### src/rtl/serial_deser_pkg.sv
// Shared types and constants for the serial frame deserializer.
// State encoding, line levels and the counter-width helper live here.
package serial_deser_pkg;

  typedef enum logic [2:0] {
    S_IDLE,
    S_DATA,
    S_PARITY,
    S_STOP,
    S_WAIT_IDLE
  } state_t;

  localparam logic IDLE_LEVEL  = 1'b1;
  localparam logic START_LEVEL = 1'b0;

  // Never returns 0, so a 2-bit frame still gets a usable 1-bit counter.
  function automatic int clog2(input int n);
    int r;
    r = 1;
    for (int i = 1; i < 32; i++) begin
      if ((1 << i) < n) r = i + 1;
    end
    return r;
  endfunction

endpackage

### src/rtl/deser_shift_reg.sv
// Serial-in, parallel-out shift register for the deserializer.
// LSB_FIRST selects whether the first bit shifted in ends up in q[0] or q[DATA_W-1].
module deser_shift_reg #(
  parameter int DATA_W    = 8,
  parameter int LSB_FIRST = 1
) (
  input  logic              clk,
  input  logic              rst,
  input  logic              shift_en,
  input  logic              si,
  input  logic              clear,
  output logic [DATA_W-1:0] q
);

  generate
    if (LSB_FIRST != 0) begin : g_lsb_first
      always_ff @(posedge clk or posedge rst) begin
        if (rst)           q <= '0;
        else if (clear)    q <= '0;
        else if (shift_en) q <= {si, q[DATA_W-1:1]};
      end
    end else begin : g_msb_first
      always_ff @(posedge clk or posedge rst) begin
        if (rst)           q <= '0;
        else if (clear)    q <= '0;
        else if (shift_en) q <= {q[DATA_W-2:0], si};
      end
    end
  endgenerate

endmodule

### src/rtl/serial_frame_deserializer.sv
// Start/stop framed serial receiver with a single-entry valid/ready output register.
// Define SERIAL_DESER_PARITY_EN to expect an even-parity bit between data and stop.
module serial_frame_deserializer
  import serial_deser_pkg::*;
#(
  parameter int DATA_W    = 8,
  parameter int LSB_FIRST = 1
) (
  input  logic              CLK,
  input  logic              RES,
  input  logic              si,
  input  logic              bit_en,
  output logic [DATA_W-1:0] dout,
  output logic              dout_valid,
  input  logic              dout_ready,
  output logic              frame_err,
  output logic              overrun,
  output logic              parity_err
);

  localparam int CW = clog2(DATA_W);

  state_t            state;
  logic [CW-1:0]     cnt;
  logic [DATA_W-1:0] word;
  logic              shift_en;
  logic              clear;
  logic              last_bit;
  logic              parity_ok;
  logic              word_done;

  assign shift_en = bit_en && (state == S_DATA);
  assign clear    = bit_en && (state == S_IDLE) && (si == START_LEVEL);
  assign last_bit = (cnt == CW'(DATA_W - 1));

`ifdef SERIAL_DESER_PARITY_EN
  logic par_bit;
  assign parity_ok = ~^{word, par_bit};
`else
  assign parity_ok  = 1'b1;
  assign parity_err = 1'b0;
`endif

  // A good stop bit with matching parity is the only way a word reaches the output.
  assign word_done = bit_en && (state == S_STOP) && (si == IDLE_LEVEL) && parity_ok;

  deser_shift_reg #(
    .DATA_W   (DATA_W),
    .LSB_FIRST(LSB_FIRST)
  ) u_shift (
    .clk     (CLK),
    .rst     (RES),
    .shift_en(shift_en),
    .si      (si),
    .clear   (clear),
    .q       (word)
  );

  always_ff @(posedge CLK or posedge RES) begin
    if (RES) begin
      state      <= S_IDLE;
      cnt        <= '0;
      dout       <= '0;
      dout_valid <= 1'b0;
      frame_err  <= 1'b0;
      overrun    <= 1'b0;
`ifdef SERIAL_DESER_PARITY_EN
      parity_err <= 1'b0;
      par_bit    <= 1'b0;
`endif
    end else begin
      frame_err <= 1'b0;
      overrun   <= 1'b0;
`ifdef SERIAL_DESER_PARITY_EN
      parity_err <= 1'b0;
`endif

      // The holding register may be refilled on the same edge the consumer drains it.
      if (word_done) begin
        if (!dout_valid || dout_ready) begin
          dout       <= word;
          dout_valid <= 1'b1;
        end else begin
          overrun <= 1'b1;
        end
      end else if (dout_valid && dout_ready) begin
        dout_valid <= 1'b0;
      end

      if (bit_en) begin
        case (state)
          S_IDLE: begin
            if (si == START_LEVEL) begin
              state <= S_DATA;
              cnt   <= '0;
            end
          end
          S_DATA: begin
            cnt <= cnt + 1'b1;
            if (last_bit) begin
`ifdef SERIAL_DESER_PARITY_EN
              state <= S_PARITY;
`else
              state <= S_STOP;
`endif
            end
          end
`ifdef SERIAL_DESER_PARITY_EN
          S_PARITY: begin
            par_bit <= si;
            state   <= S_STOP;
          end
`endif
          S_STOP: begin
            if (si == IDLE_LEVEL) begin
`ifdef SERIAL_DESER_PARITY_EN
              if (!parity_ok) parity_err <= 1'b1;
`endif
              state <= S_IDLE;
            end else begin
              frame_err <= 1'b1;
              state     <= S_WAIT_IDLE;
            end
          end
          S_WAIT_IDLE: begin
            if (si == IDLE_LEVEL) state <= S_IDLE;
          end
          default: state <= S_IDLE;
        endcase
      end
    end
  end

endmodule

### config.mk
export PLATFORM = sky130hd
export DESIGN_NAME = serial_frame_deserializer
export DESIGN_NICKNAME = d
export VERILOG_FILES = /design/src/rtl/serial_deser_pkg.sv /design/src/rtl/deser_shift_reg.sv /design/src/rtl/serial_frame_deserializer.sv
export SDC_FILE = /design/constraint.sdc
export NUM_CORES = 1
export LEC_CHECK = 0
export ABC_CLOCK_PERIOD_IN_PS = 2000
export BUFFER_PORTS_ARGS = -buffer_cell sky130_fd_sc_hd__buf_2
export CAP_MARGIN = 0
export CORE_MARGIN = 2
export CORE_UTILIZATION = 54
export DETAILED_ROUTE_END_ITERATION = 8
export PLACE_DENSITY = 0.84
export SLEW_MARGIN = 20
export SYNTH_ARGS = -nofsm -noshare
export SYNTH_HDL_FRONTEND = slang
export SYNTH_SLANG_ARGS = --single-unit
### constraint.sdc
create_clock -name CLK -period 2 [get_ports CLK]
set_clock_uncertainty 0.05 [all_clocks]
set_input_delay 0 -clock CLK [delete_from_list [all_inputs] [get_ports CLK]]
set_output_delay 0 -clock CLK [all_outputs]
set_load 0.005 [all_outputs]
==> results of run 1 <==
-- timing repair --
item	4_1_cts	5_1_grt
hold endpoints to repair	59	0
hold buffers	5	0
resized for setup	0	9
setup endpoints to repair	0	10
setup buffers	0	4
-- where the power goes --
group          switching (uW)  total, uW  internal, uW  leakage (uW)
Sequential                124       1420          1290      0.000732
Combinational             457        835           378      0.000783
Clock                     388        647           258     0.0000491
-- final cells by class --
| type | count | area [um^2] |
|---|---|---|
| timing repair buffer | 64 | 468 |
| clock inverter | 3 | 26.3 |
| clock buffer | 5 | 68.8 |
| multi-input combinational | 205 | 1280 |
| sequential | 54 | 1350 |
| tap | 67 | 83.8 |
| fill | 328 | 1430 |
| inverter | 4 | 15.0 |
-- metrics by stage --
stage	util [%]	instances	hold WS, ns
floorplan	-	275	0.129
global placement	65.4	385	0.167
detailed placement	65.4	385	0.176
CTS	68.4	398	0.169
global route	69.8	402	0.203
finish	69.8	402	0.184
-- metal layers --
layer / track usage, % / routed length (um) / vias to the layer above / share of wire (%)
met2: 40.7 / 3260 / 59 / 50
met1: 32.8 / 2800 / 1167 / 43
met3: 3.25 / 234 / 21 / 3.6
met5: 0 / 0 / - / 0
li1: - / - / 1105 / -
met4: 11.9 / 217 / 0 / 3.3
-- critical path, cell delays in order, from the launching register on --
cell,delay [ns]
dfrtp_1,0.38
and4_4,0.27
nand3_4,0.08
or4_4,0.52
or4b_4,0.50
a21oi_2,0.14
-- state kept, by name (all words and copies together) (netlist names) --
register,count
frame_err,1
dout,8
dout_valid,1
overrun,1
state,3
cnt,32
u_shift.q,8
-- cells by family after synthesis --
kind of cell,Yosys count
AO/OA/AOI/OAI,29
buffers and inverters,16
AND/OR/NAND/NOR,148
adder cells (fa/ha/maj),1
flip-flops,54
multiplexers,9
other,1
XOR/XNOR,17
-- path summary, 6_finish.rpt --
check | start | end | slack, ns | cells past startpoint
max in group asynchronous | RES | cnt[9]$_DFFE_PP0P_ | 1.09 | 4
max reg2reg | cnt[4]$_DFFE_PP0P_ | cnt[27]$_DFFE_PP0P_ | 0.01 | 5
min | bit_en | dout_valid$_DFFE_PP0P_ | 0.18 | 5
min in group asynchronous | RES | dout[0]$_DFFE_PP0P_ | 0.37 | 4
max | cnt[4]$_DFFE_PP0P_ | cnt[27]$_DFFE_PP0P_ | 0.01 | 5
min reg2reg | u_shift.q[1]$_DFFE_PP0P_ | u_shift.q[0]$_DFFE_PP0P_ | 0.46 | 2
-- Yosys cell counts, drive strengths merged, types with 7 or more instances --
| cell type | n | area share (%) |
|---|---|---|
| dfrtp | 54 | 51 |
| nand2 | 38 | 5.5 |
| nor2 | 25 | 3.8 |
| nand3 | 22 | 4.6 |
| a21oi | 12 | 2.3 |
| nor4 | 12 | 2.8 |
| xnor2 | 11 | 3.6 |
| nand4 | 9 | 2.4 |
| or4 | 9 | 2.8 |
| mux2 | 8 | 3.4 |
| o21ai | 8 | 1.5 |
| buf | 7 | 1.3 |
-- cell usage in the layout, fill, tap and decap left out, types with 5 or more instances in the layout --
cell | synthesis | final
dfrtp_1 | 54 | 54
buf_4 | 1 | 43
nand2_1 | 37 | 37
nor2_1 | 24 | 24
nand3_1 | 21 | 20
buf_2 | 4 | 15
nor4_1 | 12 | 12
a21oi_1 | 12 | 11
xnor2_1 | 11 | 11
nand4_1 | 8 | 8
mux2_2 | 8 | 8
o21ai_0 | 7 | 7
or4_1 | 7 | 6
xor2_1 | 6 | 6
and3_1 | 6 | 5
or3_1 | 6 | 5
nor3_1 | 6 | 5
clkbuf_8 | 0 | 5
dlygate4sd3_1 | 0 | 5
==> metrics.cfg, run 1 <==
[run_status]
outcome=finished clean

[finish]
nets=340
synthToLayoutAreaGrowth_pct=23.9
layout-drive-gt1-share_pct=28.4
postLayoutCellArea_mm2=0.00330
n_antenna_cell=0

[setup_path]
worstPathRequired_ns=2.21
critPathMaxFanout=3
cp-start-kind=register
critPathCaptureType=register
path_class=register to register
arrival_ns=2.20

[sta]
clock.fmax_ghz=0.502
slew_headroom_pct=55.9
min_period_over_period_pct=99.5
hold_viol=0
worst_slew_pin_slew_ns=0.662
period_needed_ns=1.99
setup_ws_ns=0.00982
final.setup.tns_ns=0
setup_viol=0
slew_violations=0
rsz0062_at_grt=true

[power]
power_leakage_uw=0.00156
powerDensity_mw_per_mm2=879
irDropWorstVdd_uv=511
power_uw=2900

[synth]
seq_area_frac_synth_pct=50.8
synth_top_family_by_area=simple AND/OR/NAND/NOR gates
synthMuxAreaShare_pct=3.76
yosys_warnings=0
synthSimpleGateAreaFrac_pct=30.3
synth_ff_type=dfrtp_1
syn-mean-instance-area_um2=9.68
synth_seq_cells=54
async_flop_share_pct=100
synth-adder-area-share_pct=0.470
synth_cell_type_count=43
synth-xor-area-share_pct=5.59
synthCells=275
syn-cell-area_mm2=0.00266
synth_compound_area_share_pct=6.39
syn_nets=281
synth_edf_count=0

[route]
drtPass1Iterations=4
first_iter_violations=168
avgRoutedWirePerCell_um=16.2
via_count=2352
routed_wl_mm=6.52
drcViolationCount=0
ant_nets=0
vias_per_cell=5.85

[global_route]
first_global_vias=2189
grt_first_pass_wirelength_mm=10.1
grt-ovfl-total=0
grt_usage_pct=24.8
antenna_found_initial=0
grt_start_max_net_pins=55

[placement]
io_buffers=15
post_dp_cell_area_mm2=0.00309
gp_congestion=0.970
dp_worst_setup_slack_ns=0.0265
dp_hpwl_mm=4.54

[cts]
clk_pin_slew_ns=0.10
cts_tree=yes
cts_max_path_buffers=2
h-tree-depth=2
clkSinkCount=54
clock-root-buffer=clkbuf_8
cts-buffers-inserted=5
clk_latency_ns=0.32

[floorplan]
start_util_pct=56.3
ios=17
dieWidth_um=74.2
num_rows=25
chipHeight_um=74.2
core_area_mm2=0.00472
dieArea_mm2=0.00551

[min_path]
hold_class=input port to register

[run]
drv_cap=0

(Power assumes the default switching activity.)
==> run 2: changes to the inputs <==
--- a/config.mk
+++ b/config.mk
@@ -11,7 +11,7 @@
 export CORE_MARGIN = 2
 export CORE_UTILIZATION = 54
 export DETAILED_ROUTE_END_ITERATION = 8
-export PLACE_DENSITY = 0.84
+export PLACE_DENSITY = 0.75
 export SLEW_MARGIN = 20
 export SYNTH_ARGS = -nofsm -noshare
 export SYNTH_HDL_FRONTEND = slang
==> metrics.cfg, run 2 (synthesized netlist as in run 1, its figures left out) <==
[placement]
post_dp_cell_area_mm2=0.00310
gp_congestion=0.875
io_buffers=15
placed_cells=385
dp_worst_setup_slack_ns=0.0141
dp_hpwl_mm=4.36

[sta]
min_period_over_period_pct=99.6
final.setup.tns_ns=0
rsz0062_at_grt=true
setup_viol=0
setup_ws_ns=0.00703
worst_slew_pin_slew_ns=0.560
period_needed_ns=1.99
slew_violations=0
clock.fmax_ghz=0.502
slew_headroom_pct=62.6
hold_viol=0

[cts]
clkSinkCount=54
clk_pin_slew_ns=0.10
cts_tree=yes
cts_max_path_buffers=2
clk_latency_ns=0.31
clock-root-buffer=clkbuf_8
h-tree-depth=2
cts-buffers-inserted=5

[run]
drv_cap=0

[run_status]
outcome=finished clean

[finish]
layout_common_cells=54 x dfrtp_1, 39 x buf_4, 37 x nand2_1
synthToLayoutAreaGrowth_pct=23.4
largestRegisters=cnt (32), dout (8), u_shift.q (8)
postLayoutCellArea_mm2=0.00328
fillers=364
largest_reg_flops=32
multiInputGateArea_mm2=0.00129
seq_area_mm2=0.00135
layout-drive-gt1-share_pct=27.1
fin_cells=399
final_common_cell=dfrtp_1
n_antenna_cell=0
largest-register=cnt
nets=337
final_util_pct=69.5

[floorplan]
start_util_pct=56.3
dieArea_mm2=0.00551
core_area_mm2=0.00472
chipHeight_um=74.2
ios=17
dieWidth_um=74.2
num_rows=25

[setup_path]
path_class=register to register
cp-start-kind=register
rrSetupSlack_ns=0.007
critPathMaxFanout=4
critPathCaptureType=register
worstPathRequired_ns=2.19
arrival_ns=2.19

[route]
first_iter_violations=187
avgRoutedWirePerCell_um=15.4
ant_nets=0
drtPass1Iterations=4
routed_wl_mm=6.16
via_count=2268
vias_per_cell=5.68
drcViolationCount=0

[global_route]
antenna_found_initial=0
grt-ovfl-total=0
grt_start_max_net_pins=30
grt_usage_pct=24.2
first_global_vias=2124
grt_first_pass_wirelength_mm=10.0

[power]
powerDensity_mw_per_mm2=866
power_leakage_uw=0.00156
irDropWorstVdd_uv=627

[min_path]
hold_class=input port to async pin

run 2: area by class of cell:
class / instances / share of cell area [%]
multi-input combinational: 205 / 39.3
clock inverter: 2 / 0.419
clock buffer: 6 / 2.21
tap: 67 / 2.55
sequential: 54 / 41.2
inverter: 4 / 0.457
timing repair buffer: 61 / 13.9
run 2: final timing paths:
path                                             to                startpoint  depth (start not counted)
max in group asynchronous        cnt[5]$_DFFE_PP0P_                       RES                          4
min                             cnt[13]$_DFFE_PP0P_                       RES                          3
min in group CLK           u_shift.q[2]$_DFFE_PP0P_  u_shift.q[3]$_DFFE_PP0P_                          2
min reg2reg                u_shift.q[2]$_DFFE_PP0P_  u_shift.q[3]$_DFFE_PP0P_                          2
max                             cnt[28]$_DFFE_PP0P_        cnt[9]$_DFFE_PP0P_                          5
max reg2reg                     cnt[28]$_DFFE_PP0P_        cnt[9]$_DFFE_PP0P_                          5
run 2: metal layers:
layer	vias up	track usage, %	share of wire (%)
li1	1095	-	-
met1	1080	34.5	46
met2	82	36.9	47
met3	11	4.61	6.4
met4	0	9.29	1.5
met5	-	0	0
run 2: critical path: stages, from the launching register on:
cell	delay (ns)
dfrtp_1	0.37
and4_4	0.27
nand4_2	0.14
or4_4	0.54
or4_1	0.47
o21ai_1	0.08
run 2: power by group:
part | leakage [uW] | internal (uW) | total, uW | switching (uW)
combinational | 0.000788 | 380 | 825 | 445
sequential | 0.000732 | 1290 | 1410 | 119
clock | 0.0000452 | 248 | 605 | 358
total | 0.00156 | 1920 | 2840 | 922
run 2: per-stage QoR:
step | hold slack (ns) | power (uW)
final | 0.228 | 2840
after global routing | 0.283 | 3010
after CTS | 0.251 | 2850
after detailed placement | 0.0361 | 2240
after global placement | 0.0336 | 2210
after floorplan | 0.129 | 1870
run 2: what timing repair did:
item,4_1_cts,5_1_grt
gates resized for setup,0,10
setup endpoints to repair,0,10
hold endpoints to repair,30,0
hold buffers,5,0
setup buffers,0,1
==> run 3: changes to the inputs <==
--- a/config.mk
+++ b/config.mk
@@ -11,7 +11,7 @@
 export CORE_MARGIN = 2
 export CORE_UTILIZATION = 54
 export DETAILED_ROUTE_END_ITERATION = 8
-export PLACE_DENSITY = 0.75
+export PLACE_DENSITY = 0.85
 export SLEW_MARGIN = 20
 export SYNTH_ARGS = -nofsm -noshare
 export SYNTH_HDL_FRONTEND = slang
==> metrics.cfg, run 3 (synthesized netlist as in run 1, its figures left out) <==
[route]
vias_per_cell=6.03
routed_wl_mm=6.95
drtPass1Iterations=5
drcViolationCount=0
avgRoutedWirePerCell_um=17.2
first_iter_violations=266
via_count=2435
ant_nets=0

[power]
powerDensity_mw_per_mm2=925
irDropWorstVdd_uv=640
power_leakage_uw=0.00160

[setup_path]
arrival_ns=2.21
critPathMaxFanout=4
cp-start-kind=register
worst_r2r_startpoint=cnt[4]$_DFFE_PP0P_
worstSetupStartpoint=cnt[4]$_DFFE_PP0P_
path_class=register to register
critPathCaptureType=register
worstPathRequired_ns=2.20

[min_path]
min_from=si
hold_class=input port to register

[sta]
clock.fmax_ghz=0.498
period_needed_ns=2.01
worst_slew_pin_slew_ns=0.545
hold_viol=0
slew_violations=0
setup_viol=1
min_period_over_period_pct=100
slew_headroom_pct=63.6
final.setup.tns_ns=-0.00605
rsz0062_at_grt=true
setup_ws_ns=-0.00605

[floorplan]
num_rows=25
ios=17
core_area_mm2=0.00472
dieArea_mm2=0.00551
chipHeight_um=74.2
dieWidth_um=74.2
start_util_pct=56.3

[finish]
largest-register=cnt
largestRegisters=cnt (32), dout (8), u_shift.q (8)
largest_reg_flops=32
fin_cells=404
final_common_cell=dfrtp_1
final_util_pct=71.2
layout-drive-gt1-share_pct=28.8
layout_common_cells=54 x dfrtp_1, 44 x buf_4, 37 x nand2_1
postLayoutCellArea_mm2=0.00336
n_antenna_cell=0
synthToLayoutAreaGrowth_pct=26.3
nets=342

[placement]
gp_congestion=0.859
io_buffers=15
dp_hpwl_mm=4.53
post_dp_cell_area_mm2=0.00310
placed_cells=385

[cts]
cts_tree=yes
h-tree-depth=2
cts_max_path_buffers=2
clock-root-buffer=clkbuf_8
clkSinkCount=54
clk_pin_slew_ns=0.10
clk_latency_ns=0.31
cts-buffers-inserted=5

[global_route]
grt-ovfl-total=0
first_global_vias=2361
grt_usage_pct=26.0
antenna_found_initial=0
grt_start_max_net_pins=31
grt_first_pass_wirelength_mm=10.9

[run]
drv_cap=0

[run_status]
outcome=finished with violations
violations=negative setup slack

-- run 3: critical path, cell delays in order (launching register included) --
cell,delay [ns]
dfrtp_1,0.37
and4_4,0.28
nand3_4,0.09
or4_4,0.54
or4b_4,0.49
a21oi_2,0.13
-- run 3: routing by layer --
metal	share of wire (%)	vias to the layer above	track usage, %
met1	41	1183	34.1
li1	-	1110	-
met2	51	122	43.8
met4	1.6	0	9.70
met3	6.0	20	4.07
met5	0	-	0
-- run 3: through the flow --
| stage | power, uW | worst slack (ns) | hold WS, ns |
|---|---|---|---|
| floorplan | 1870 | 0.00130 | 0.129 |
| global placement | 2200 | 0.0585 | 0.0167 |
| detailed placement | 2260 | -0.00887 | 0.0283 |
| CTS | 3040 | 0.00654 | 0.0165 |
| global route | 3270 | -0.0637 | 0.0482 |
| finish | 3110 | -0.00605 | 0.0267 |
-- run 3: area by class of cell --
cell class / instances / area (um^2)
Fill cell: 329 / 1360
Clock buffer: 5 / 68.8
Timing Repair Buffer: 66 / 495
Sequential cell: 54 / 1350
Inverter: 4 / 15.0
Tap cell: 67 / 83.8
Clock inverter: 3 / 47.5
Multi-Input combinational cell: 205 / 1300
-- run 3: final timing paths --
check                                            to  cells past startpoint  slack (ns)
setup / recovery                cnt[27]$_DFFE_PP0P_                      5      -0.006
hold / removal             u_shift.q[7]$_DFFE_PP0P_                      3        0.03
setup reg to reg                cnt[27]$_DFFE_PP0P_                      5      -0.006
hold reg to reg            u_shift.q[2]$_DFFE_PP0P_                      2        0.46
max in group asynchronous        cnt[6]$_DFFE_PP0P_                      4        1.13
min in group asynchronous       cnt[27]$_DFFE_PP0P_                      3        0.22
-- run 3: power breakdown --
part	internal [uW]	total [uW]	switching (uW)	leakage, uW
sequential	1290	1430	138	0.000732
combinational	419	920	501	0.000812
clock	380	759	379	0.0000587
total	2090	3110	1020	0.00160
-- run 3: repair_timing --
action                                  in CTS  in global routing
pin swaps                                    2                  6
cloned                                       0                  0
endpoints found under the hold margin       28                  0
buffers inserted                             1                  5
endpoints found under the setup margin       1                  9
resized for setup                            1                 10
hold buffers                                 5                  0
